`src/rtl/analog_status_monitor.sv`:
```
// analog_status_monitor: synchronises NUM_CH analog status words into clk_in,
// records per-bit changes as sticky W1C flags, and exposes status, change
// flags and interrupt masks over a one-wait-state APB slave. irq_o is the
// registered OR of all unmasked change flags.

// tech_sync: behavioural stand-in for the technology synchroniser cell.
module tech_sync #(
  parameter int DEPTH = 2
) (
  input  logic clk_in,
  input  logic reset_n,
  input  logic d,
  output logic q
);

  logic [DEPTH-1:0] ff_r;

  // Shift the asynchronous input through DEPTH flops.
  always_ff @(posedge clk_in or negedge reset_n) begin
    if (!reset_n) begin
      ff_r <= '0;
    end else begin
      ff_r <= {ff_r[DEPTH-2:0], d};
    end
  end

  assign q = ff_r[DEPTH-1];

endmodule

module analog_status_monitor #(
  parameter int NUM_CH     = 4,
  parameter int CH_WIDTH   = 32,
  parameter int SYNC_DEPTH = 2
) (
  input  logic                         clk_in,
  input  logic                         reset_n,
  input  logic [11:0]                  PADDR,
  input  logic                         PENABLE,
  input  logic                         PSEL,
  input  logic [3:0]                   PSTRB,
  input  logic [31:0]                  PWDATA,
  input  logic                         PWRITE,
  output logic [31:0]                  PRDATA,
  output logic                         PREADY,
  output logic                         PSLVERR,
  input  logic [NUM_CH*CH_WIDTH-1:0]   status_i,
  output logic                         irq_o
);

  localparam int          NB         = NUM_CH * CH_WIDTH;
  localparam logic [2:0]  PRIME_DONE = 3'(SYNC_DEPTH + 1);
  localparam logic [31:0] INFO_VAL   = {8'h00, 8'(SYNC_DEPTH), 8'(CH_WIDTH), 8'(NUM_CH)};
  localparam logic [1:0]  OFF_STATUS  = 2'd0;
  localparam logic [1:0]  OFF_CHANGED = 2'd1;
  localparam logic [1:0]  OFF_MASK    = 2'd2;

  logic [NB-1:0]     sync_s;
  logic [NB-1:0]     stat_r;
  logic [NB-1:0]     chg_r;
  logic [NB-1:0]     mask_r;
  logic [NB-1:0]     chg_clr_s;
  logic [NB-1:0]     chg_set_s;
  logic [NB-1:0]     chg_nxt_s;
  logic [NB-1:0]     mask_nxt_s;
  logic [2:0]        prime_r;
  logic              detect_en_s;
  logic              accept_s;
  logic              wr_en_s;
  logic              err_s;
  logic              ch_hit_s;
  logic [NUM_CH-1:0] ch_sel_s;
  logic [31:0]       rdata_s;
  logic [31:0]       byte_mask_s;
  logic [31:0]       wr_val_s;
  logic [31:0]       stat_ch_s;
  logic [31:0]       chg_ch_s;
  logic [31:0]       mask_ch_s;
  logic [31:0]       pending_s;
  logic              pready_r;
  logic              pslverr_r;
  logic [31:0]       prdata_r;
  logic              irq_r;
  logic              unused_s;

  genvar gi;
  generate
    for (gi = 0; gi < NB; gi++) begin : g_sync
      tech_sync #(.DEPTH(SYNC_DEPTH)) u_sync (
        .clk_in  (clk_in),
        .reset_n (reset_n),
        .d       (status_i[gi]),
        .q       (sync_s[gi])
      );
    end
  endgenerate

  assign accept_s    = PSEL & PENABLE & ~pready_r;
  assign detect_en_s = (prime_r == PRIME_DONE);
  assign byte_mask_s = {{8{PSTRB[3]}}, {8{PSTRB[2]}}, {8{PSTRB[1]}}, {8{PSTRB[0]}}};
  assign wr_val_s    = PWDATA & byte_mask_s;
  assign ch_hit_s    = |ch_sel_s;
  assign wr_en_s     = accept_s & PWRITE & ~err_s;
  // A bit is flagged on the edge where stat_r loads a value different from its current one.
  assign chg_set_s   = detect_en_s ? (sync_s ^ stat_r) : '0;
  // Set has priority over a same-cycle W1C.
  assign chg_nxt_s   = chg_clr_s | chg_set_s;
  // Upper write-data bits have no storage when CH_WIDTH < 32.
  assign unused_s    = ^wr_val_s;

  // Decode the channel field and pick that channel's registers, zero-extended.
  always_comb begin
    ch_sel_s  = '0;
    stat_ch_s = 32'h0;
    chg_ch_s  = 32'h0;
    mask_ch_s = 32'h0;
    for (int c = 0; c < NUM_CH; c++) begin
      if (PADDR[10:4] == 7'(c)) begin
        ch_sel_s[c]              = 1'b1;
        stat_ch_s[CH_WIDTH-1:0]  = stat_r[c*CH_WIDTH +: CH_WIDTH];
        chg_ch_s[CH_WIDTH-1:0]   = chg_r[c*CH_WIDTH +: CH_WIDTH];
        mask_ch_s[CH_WIDTH-1:0]  = mask_r[c*CH_WIDTH +: CH_WIDTH];
      end else begin
        ch_sel_s[c] = 1'b0;
      end
    end
  end

  // Per-channel pending bits; unused upper bits stay 0.
  always_comb begin
    pending_s = 32'h0;
    for (int c = 0; c < NUM_CH; c++) begin
      pending_s[c] = |(chg_r[c*CH_WIDTH +: CH_WIDTH] & mask_r[c*CH_WIDTH +: CH_WIDTH]);
    end
  end

  // Address decode: read data and error classification for the current transfer.
  always_comb begin
    err_s   = 1'b0;
    rdata_s = 32'h0;
    if (PADDR[1:0] != 2'b00) begin
      err_s = 1'b1;
    end else if (PADDR[11]) begin
      case (PADDR[10:0])
        11'h000: begin rdata_s = pending_s; err_s = PWRITE; end
        11'h004: begin rdata_s = INFO_VAL;  err_s = PWRITE; end
        default: err_s = 1'b1;
      endcase
    end else if (!ch_hit_s) begin
      err_s = 1'b1;
    end else begin
      case (PADDR[3:2])
        OFF_STATUS:  begin rdata_s = stat_ch_s; err_s = PWRITE; end
        OFF_CHANGED: rdata_s = chg_ch_s;
        OFF_MASK:    rdata_s = mask_ch_s;
        default:     err_s = 1'b1;
      endcase
    end
  end

  // Register writes: W1C into the change flags, byte-enabled RW into the masks.
  always_comb begin
    chg_clr_s  = chg_r;
    mask_nxt_s = mask_r;
    for (int c = 0; c < NUM_CH; c++) begin
      if (wr_en_s && ch_sel_s[c]) begin
        case (PADDR[3:2])
          OFF_CHANGED: chg_clr_s[c*CH_WIDTH +: CH_WIDTH] =
                         chg_r[c*CH_WIDTH +: CH_WIDTH] & ~wr_val_s[CH_WIDTH-1:0];
          OFF_MASK:    mask_nxt_s[c*CH_WIDTH +: CH_WIDTH] =
                         (mask_r[c*CH_WIDTH +: CH_WIDTH] & ~byte_mask_s[CH_WIDTH-1:0]) |
                         wr_val_s[CH_WIDTH-1:0];
          default:     mask_nxt_s[c*CH_WIDTH +: CH_WIDTH] = mask_r[c*CH_WIDTH +: CH_WIDTH];
        endcase
      end else begin
        chg_clr_s[c*CH_WIDTH +: CH_WIDTH] = chg_r[c*CH_WIDTH +: CH_WIDTH];
      end
    end
  end

  // Status capture, sticky flags, masks and the post-reset prime counter.
  always_ff @(posedge clk_in or negedge reset_n) begin
    if (!reset_n) begin
      stat_r  <= '0;
      chg_r   <= '0;
      mask_r  <= '0;
      prime_r <= 3'd0;
    end else begin
      stat_r <= sync_s;
      chg_r  <= chg_nxt_s;
      mask_r <= mask_nxt_s;
      if (prime_r != PRIME_DONE) begin
        prime_r <= prime_r + 3'd1;
      end else begin
        prime_r <= prime_r;
      end
    end
  end

  // APB response (one wait state) and registered interrupt.
  always_ff @(posedge clk_in or negedge reset_n) begin
    if (!reset_n) begin
      pready_r  <= 1'b0;
      pslverr_r <= 1'b0;
      prdata_r  <= 32'h0;
      irq_r     <= 1'b0;
    end else begin
      pready_r  <= accept_s;
      pslverr_r <= accept_s & err_s;
      if (accept_s && !err_s && !PWRITE) begin
        prdata_r <= rdata_s;
      end else begin
        prdata_r <= prdata_r;
      end
      irq_r <= |pending_s;
    end
  end

  assign PRDATA  = prdata_r;
  assign PREADY  = pready_r;
  assign PSLVERR = pslverr_r;
  assign irq_o   = irq_r;

endmodule
```
`config.mk`:
```
export PLATFORM = sky130hd
export DESIGN_NAME = analog_status_monitor
export DESIGN_NICKNAME = d
export VERILOG_FILES = /design/src/rtl/analog_status_monitor.sv
export SDC_FILE = /design/constraint.sdc
export NUM_CORES = 1
export LEC_CHECK = 0
export ABC_AREA = 1
export BUFFER_PORTS_ARGS = -buffer_cell sky130_fd_sc_hd__buf_2
export CAP_MARGIN = 20
export CORE_UTILIZATION = 60
export DETAILED_ROUTE_END_ITERATION = 6
export PLACE_DENSITY = 0.79
export SLEW_MARGIN = 10
export SYNTH_ARGS = -nofsm -noshare
export SYNTH_HDL_FRONTEND = slang
export SYNTH_SLANG_ARGS = --single-unit
export TNS_END_PERCENT = 5
```
`constraint.sdc`:
```
create_clock -name clk_in -period 2.1 [get_ports clk_in]
set_input_delay 0.21 -clock clk_in [delete_from_list [all_inputs] [get_ports clk_in]]
set_output_delay 0.21 -clock clk_in [all_outputs]
set_load 0.01 [all_outputs]
```
* After elaboration in Yosys (flattened, before gate mapping)
Index checks and enable logic that the tools add are counted.
** Word-level totals
- Flip-flop bits (word level) :: 678
- Bits of input ports :: 181
- Output and inout port bits :: 35
- Logic and storage cells :: 235
** Cells by class
- Add/subtract/negate cells :: 1
- Eq/ne operators :: 8
- Mux-type cells :: 35
- Bitwise logic cells :: 28
- Reductions and logical operators :: 24
** Operators with widths (count)
- $mux 32 :: 23
- $and 32x32->32 :: 13
- $mux 128 :: 1
- $or 128x128->128 :: 1
- $or 32x32->32 :: 4
- $reduce_or 128->1 :: 1
- $reduce_or 32->1 :: 4
- $xor 128x128->128 :: 1
- $pmux 32 s3 :: 1
- $not 32->32 :: 2
- $pmux 18 s2 :: 1
- $eq 7x2->1 const B :: 2
- $eq 11x3->1 const B :: 1
- $logic_not 11->1 :: 1
- $mux 1 :: 8
- $reduce_and 2->1 :: 4
- $eq 7x1->1 const B :: 1
- $logic_not 7->1 :: 1
- $logic_and 1x1->1 :: 6
- $and 1x1->1 :: 5
- $reduce_or 2->1 :: 2
- $reduce_or 4->1 :: 1
- $add 3x1->3 const B :: 1
- $eq 3x2->1 const B :: 1
- other kinds (8) :: 10

* Depth between registers and ports, before layout
- Depth after elaboration :: 11
- Mapped depth :: 13
- Mapped depth without buffers :: 12

* By module
From an unflattened synthesis, not the netlist that was laid out.
** Second synthesis, totals
- Cells, all modules :: 3154
- Area, all modules :: 29434.5 sq um
** Modules (own cells, without submodules)
- analog_status_monitor :: times used 1, cells each 2898, area an instance 23028.3 sq um, seq. area each 10560.1 sq um
- tech_sync :: times used 128, cells each 2, area an instance 50.0 sq um, seq. area each 50.0 sq um

* Worst setup path before layout
OpenSTA, ideal clock, no wires.
- Kind :: input -> register
- Start :: input PADDR[1]
- End :: register chg_r[112]
- Library setup time :: 130 ps
- Data arrival time :: 1606 ps
- Required time :: 1970 ps
- Slack :: 364 ps
- Stages :: 10
- Path buffers :: 2
- Cells stage by stage :: or2_1 > or2_1 > nor2_1 > nand2_1 > nand2_4 > nand3_2 > buf_4 > buf_2 > nand2_1 > o211ai_2
** Between the ends
- Word-level cells in the longest chain between the ends :: 10
- Elaborated cells on any way between the ends :: 12
- Those cells by class :: eq/ne: 1; mux: 4; bitwise: 3; reduce/logical: 4
** Ends and longest elaborated chain
- start, declared :: RTL line 38 : input logic [11:0] PADDR,
- $eq 11x3->1 or $logic_not 11->1 (tied branches) :: RTL line 144 : case (PADDR[10:0])
- $reduce_or 2->1 (no line)
- $mux 1 :: RTL line 144
- $mux 1 :: RTL line 143 : end else if (PADDR[11]) begin
- $mux 1 * :: RTL line 141 : if (PADDR[1:0] != 2'b00) begin
- $not 1->1 * :: RTL line 103 : assign wr_en_s = accept_s & PWRITE & ~err_s;
- $and 1x1->1 * :: RTL line 103
- $logic_and 1x1->1 * :: RTL line 166 : if (wr_en_s && ch_sel_s[c]) begin
- $mux 32 * :: RTL line 166
- $or 128x128->128 * :: RTL line 107 : assign chg_nxt_s = chg_clr_s | chg_set_s;
- via chg_nxt_s[112] :: RTL line 64 : logic [NB-1:0] chg_nxt_s;
- end signal, assigned :: RTL line 190 : chg_r <= chg_nxt_s;
- end, declared :: RTL line 60 : logic [NB-1:0] chg_r;
The timed path passes the listed nets; every way through them passes the cells marked *.
A chain may end at the register's enable or synchronous reset.

* Worst setup path after layout
- Start :: input PADDR[9]
- End :: register prdata_r[31], in the netlist PRDATA[31]
** Between the ends
- Word-level cells in the longest chain between the ends :: 9
- Elaborated cells on any way between the ends :: 35
- Those cells by class :: eq/ne: 4; mux: 24; reduce/logical: 7
** Ends and longest elaborated chain
- $logic_not 7->1 (tied with other cells) :: RTL line 118 : if (PADDR[10:4] == 7'(c)) begin
- $mux 32 or $mux 1 (tied branches) :: RTL line 118
- $mux 32 or $reduce_or 4->1 (tied branches) :: RTL line 118, 102
- $mux 32 or $mux 1 (tied branches) :: RTL line 118, 149
- $mux 32 or $mux 1 (tied branches) :: RTL line 118, 143
- $pmux 32 s3 or $mux 1 (tied branches) :: RTL line 152, 141
- $mux 32 or $logic_not 1->1 (tied branches) :: RTL line 149, 210
- $mux 32 or $logic_and 1x1->1 (tied branches) :: RTL line 143, 210
- $mux 32 or $logic_and 1x1->1 (tied branches) :: RTL line 141, 210
- end signal, assigned :: RTL line 211 : prdata_r <= rdata_s;
- end signal, assigned :: RTL line 213 : prdata_r <= prdata_r;
- end, declared :: RTL line 82 : logic [31:0] prdata_r;
Parallel ways exist; a longest one is shown, timed or not.

==> out/qor.txt <==
=================================================================================================================
Area of the multi-input gates                                                                         10800 sq um
Share of cells above drive strength 1                                                                       15.5%
Slowest cell delay on critical path                                                                       0.30 ns
Antenna Violating Nets Remaining                                                                                0
Critical Path, Cell by Cell                                                                          buf_2 -> nor2_1 -> nand2_2 -> nor2_4 -> buf_12 -> buf_4 -> nand2_1 -> nand2_1 -> o21ai_0 -> nand2_1 -> nand3_1 -> nand3_1 -> nand2_1 -> nand2_1
Cell taking the most area after synthesis                                                                 dfrtp_1
Run status                                                                                           finished, final reports clean
Number of detailed-route iterations in the first pass                                                           7
Sum of overflow across all layers after global routing                                                          0
Most area-consuming cells after synthesis                                                            dfrtp_1 58%, nand2_1 12%, xor2_1 3.8%
Post-Synthesis Net Count                                                                                     3382
Main combinational cell family by area after synthesis                                               simple AND/OR/NAND/NOR gates
Critical setup path kind                                                                             input port to flip-flop
Yosys cell types                                                                                               31
Arr. time, crit path                                                                                      2.52 ns
Number of I/O pins                                                                                            216
Row cnt                                                                                                        80
Crit end category                                                                                       flip-flop
Latest clock arrival within the worst-skew pair                                                           0.65 ns
Average size of a mapped cell                                                                          9.20 sq um
Number of maximum-capacitance constraint violations                                                             0
Clock share of power                                                                                        45.0%
Width of the die                                                                                           223 um
Flip-flop and latch count after synthesis                                                                     678
Slew at the pin closest to its max-slew limit                                                             1.06 ns
Max Buffers Root-to-Sink                                                                                        3
Antenna violations before repair                                                                                2
Max frequency                                                                                             512 MHz
Post-synthesis compound-gate area fraction                                                                  14.7%
Clock-pin slew on the worst setup and hold paths                                                          0.06 ns
First-pass GRT wire length                                                                              165000 um
Final core occ                                                                                              75.3%
Summed instance area of the synthesized netlist                                                       29400 sq um
Portion of synthesized cell area occupied by the leading cell type                                          57.6%
Vertical die dimension                                                                                     223 um
Starting Density                                                                                            61.3%
Relative area change from synthesis to final layout                                                         22.9%
H-tree Lvls                                                                                                     3
Crit path required time                                                                                   2.67 ns
Total number of yosys warnings                                                                                  0
Worst slew margin relative to its limit                                                                     29.0%
Reg2reg end                                                                                          PRDATA[3]$_DFFE_PN0P_
Max-slew violation count                                                                                        0
Areal power density over the cells                                                                    782 nW/um^2
Estimated wirelength of the detail-placed design                                                         69100 um
Clk Tree Root Cell                                                                                      clkbuf_16
Count of clock tree sinks                                                                                     678
Final sum of negative setup slack                                                                            0 ns
Synthesized netlist cell count                                                                               3199
# fillers                                                                                                    3114
Nature of the critical path startpoint                                                                 input port
Number of global-route vias before repair                                                                   26900
Arithmetic-cell share of the synthesized area counting full adders, half adders and majority gates        0.0850%
Area share of and/or/nand/nor cells after synthesis                                                         18.0%
TritonCTS clock tree                                                                                          yes
Cell Count, Final, Fillers Out                                                                               4291
Total DRC errors in the routed layout                                                                           0
Vias                                                                                                        26800
Total routing usage reported by global routing                                                              44.6%
# placed instances                                                                                           3998
Cell internal power dissipation                                                                           21.2 mW
Switch Pwr                                                                                                7.07 mW
Final period utilization                                                                                    93.1%
Critical R2R Launch                                                                                  chg_r[104]$_DFF_PN0_
XOR/XNOR share of the synthesized area                                                                      3.84%
RSZ-0062 raised after global routing                                                                           no
Via-per-instance ratio                                                                                       6.25
Worst-path cell with the longest stage delay                                                                buf_4
Largest fanout on the critical path                                                                            27
Flip-flop and latch area                                                                              17000 sq um
Post-CTS setup repair buffer count                                                                              0
Leakage power                                                                                             18.3 nW
# port buffers                                                                                                215
Register-to-register setup slack                                                                          0.21 ns
Global placement routability congestion                                                                      1.01
Seq/Total Area, Yosys                                                                                       57.6%
Layout Skew                                                                                             0.0355 ns
Top cell by count, worst path                                                                             nand2_1
Switching power as a share of total power                                                                   25.0%
Part of the total power dissipated in combinational logic                                                    6.3%
Number of cells on the worst reg-to-reg path                                                                   10
Count of antenna diodes in the layout                                                                           0
Net total in the final layout                                                                                3804
Die outline area                                                                                      49900 sq um
Worst VDD drop                                                                                            1.03 mV
Wire length per cell after detailed routing                                                               25.5 um
Mux cell area share after synthesis                                                                       0.0383%
Total CTS buffers                                                                                              71
Core Region                                                                                           48000 sq um
Number of DRC markers in iteration 0                                                                         4086
Count of final setup violators                                                                                  0
Hold Vio Cnt, Final                                                                                             0
Share of total power in sequential cells                                                                    48.6%
Worst min-delay path category                                                                        input port to asynchronous set/reset pin
Period minus WS final                                                                                     1.95 ns
Post-detailed-routing wire length                                                                       109000 um
Maximum number of pins on one net before global-route repair                                                   93
=================================================================================================================
[cell usage in the layout (no fill, tap or decap), drive strengths merged, types with 101 or more instances in the layout]
master and instances:
a21oi 189, buf 368, clkbuf 101, dfrtp 678, dlygate4sd3 165, inv 223
nand2 968, nand3 215, nor2 101, o211ai 128, o21ai 231, o21bai 128
xor2 128
[Yosys cell counts]
library cell and n:
inv_1 217, mux2_2 1, nor2_4 3, or2_1 2
o211ai_1 68, clkbuf_1 103, buf_1 19, xnor2_1 1
nor3_1 6, ha_1 2, nand4_1 14, nand3_2 5
o21ai_1 27, nor2_1 90, o21bai_1 128, inv_2 3
nand2_4 1, buf_4 19, nor2_2 8, o211ai_2 60
o21ai_0 204, nand2_1 966, dfrtp_1 678, buf_6 3
a21oi_1 189, buf_2 40, clkinv_1 2, nand4_2 1
nand2_2 1, nand3_1 210, xor2_1 128
[worst max path at each step]
| stage | start | to | cells past startpoint |
|---|---|---|---|
| 2_1_floorplan | PADDR[1] | chg_r[112]$_DFF_PN0_ | 10 |
| 3_3_place_gp | PADDR[9] | PRDATA[31]$_DFFE_PN0P_ | 14 |
| 3_5_place_dp | PADDR[9] | PRDATA[31]$_DFFE_PN0P_ | 14 |
| 4_1_cts | PREADY$_DFF_PN0_ | flip-flop | 8 |
| 5_1_grt | chg_r[104]$_DFF_PN0_ | PRDATA[3]$_DFFE_PN0P_ | 10 |
| 6_report | PADDR[9] | PRDATA[31]$_DFFE_PN0P_ | 14 |
[worst max-delay path: cells and delay by family]
family / cells / cell delay [ns]
compound gates: 1 / 0.13
buf+inv: 3 / 0.65
simple gates: 10 / 1.49
[power by group through the flow]
stage                     registers [mW]  clock network, mW  logic [mW]
after floorplan                     13.8                  0       0.561
after global placement              13.9                  0        1.40
after detailed placement            13.9                  0        1.43
after CTS                           13.7               12.7        1.70
after global routing                13.8               13.3        1.91
final                               13.8               12.7        1.80
[per-stage QoR]
step	setup WS [ns]	cell area, sq um	hold slack [ns]	total power, mW
2_1_floorplan	0.364	29400	-0.0856	14.4
3_3_place_gp	-0.0720	32200	0.140	15.3
3_5_place_dp	-0.164	32200	0.139	15.4
4_1_cts	0.185	36200	0.0706	28.1
5_1_grt	0.0534	36200	0.0806	29.0
6_report	0.146	36200	0.0600	28.3
[cell families after synthesis]
logic type,Yosys count
simple gates,1307
buf+inv,406
fa+ha+maj,2
mux,1
flops,678
compound gates,676
xor+xnor,129
[timing repair]
action / CTS / global route
setup endpoints to repair: 0 / 2
hold endpoints to repair: 552 / 0
gates resized for setup: 0 / 1
hold buffers: 165 / 0
[area by class of cell]
class,count,share of cell area (%)
Sequential cell,678,46.9
Multi-Input combinational cell,2115,30.0
Timing Repair Buffer,533,12.2
Clock buffer,101,5.61
Inverter,222,2.30
Tap cell,615,2.13
Clock inverter,27,0.934
[per-layer routing]
layer	GRT usage [%]	vias up	share of wire (%)
met5	0	-	0.017
met4	15.5	2	3.4
met3	16.9	341	14
met2	63.3	2207	43
met1	63.0	13000	39
li1	-	11200	-
(Power assumes the default switching activity.)
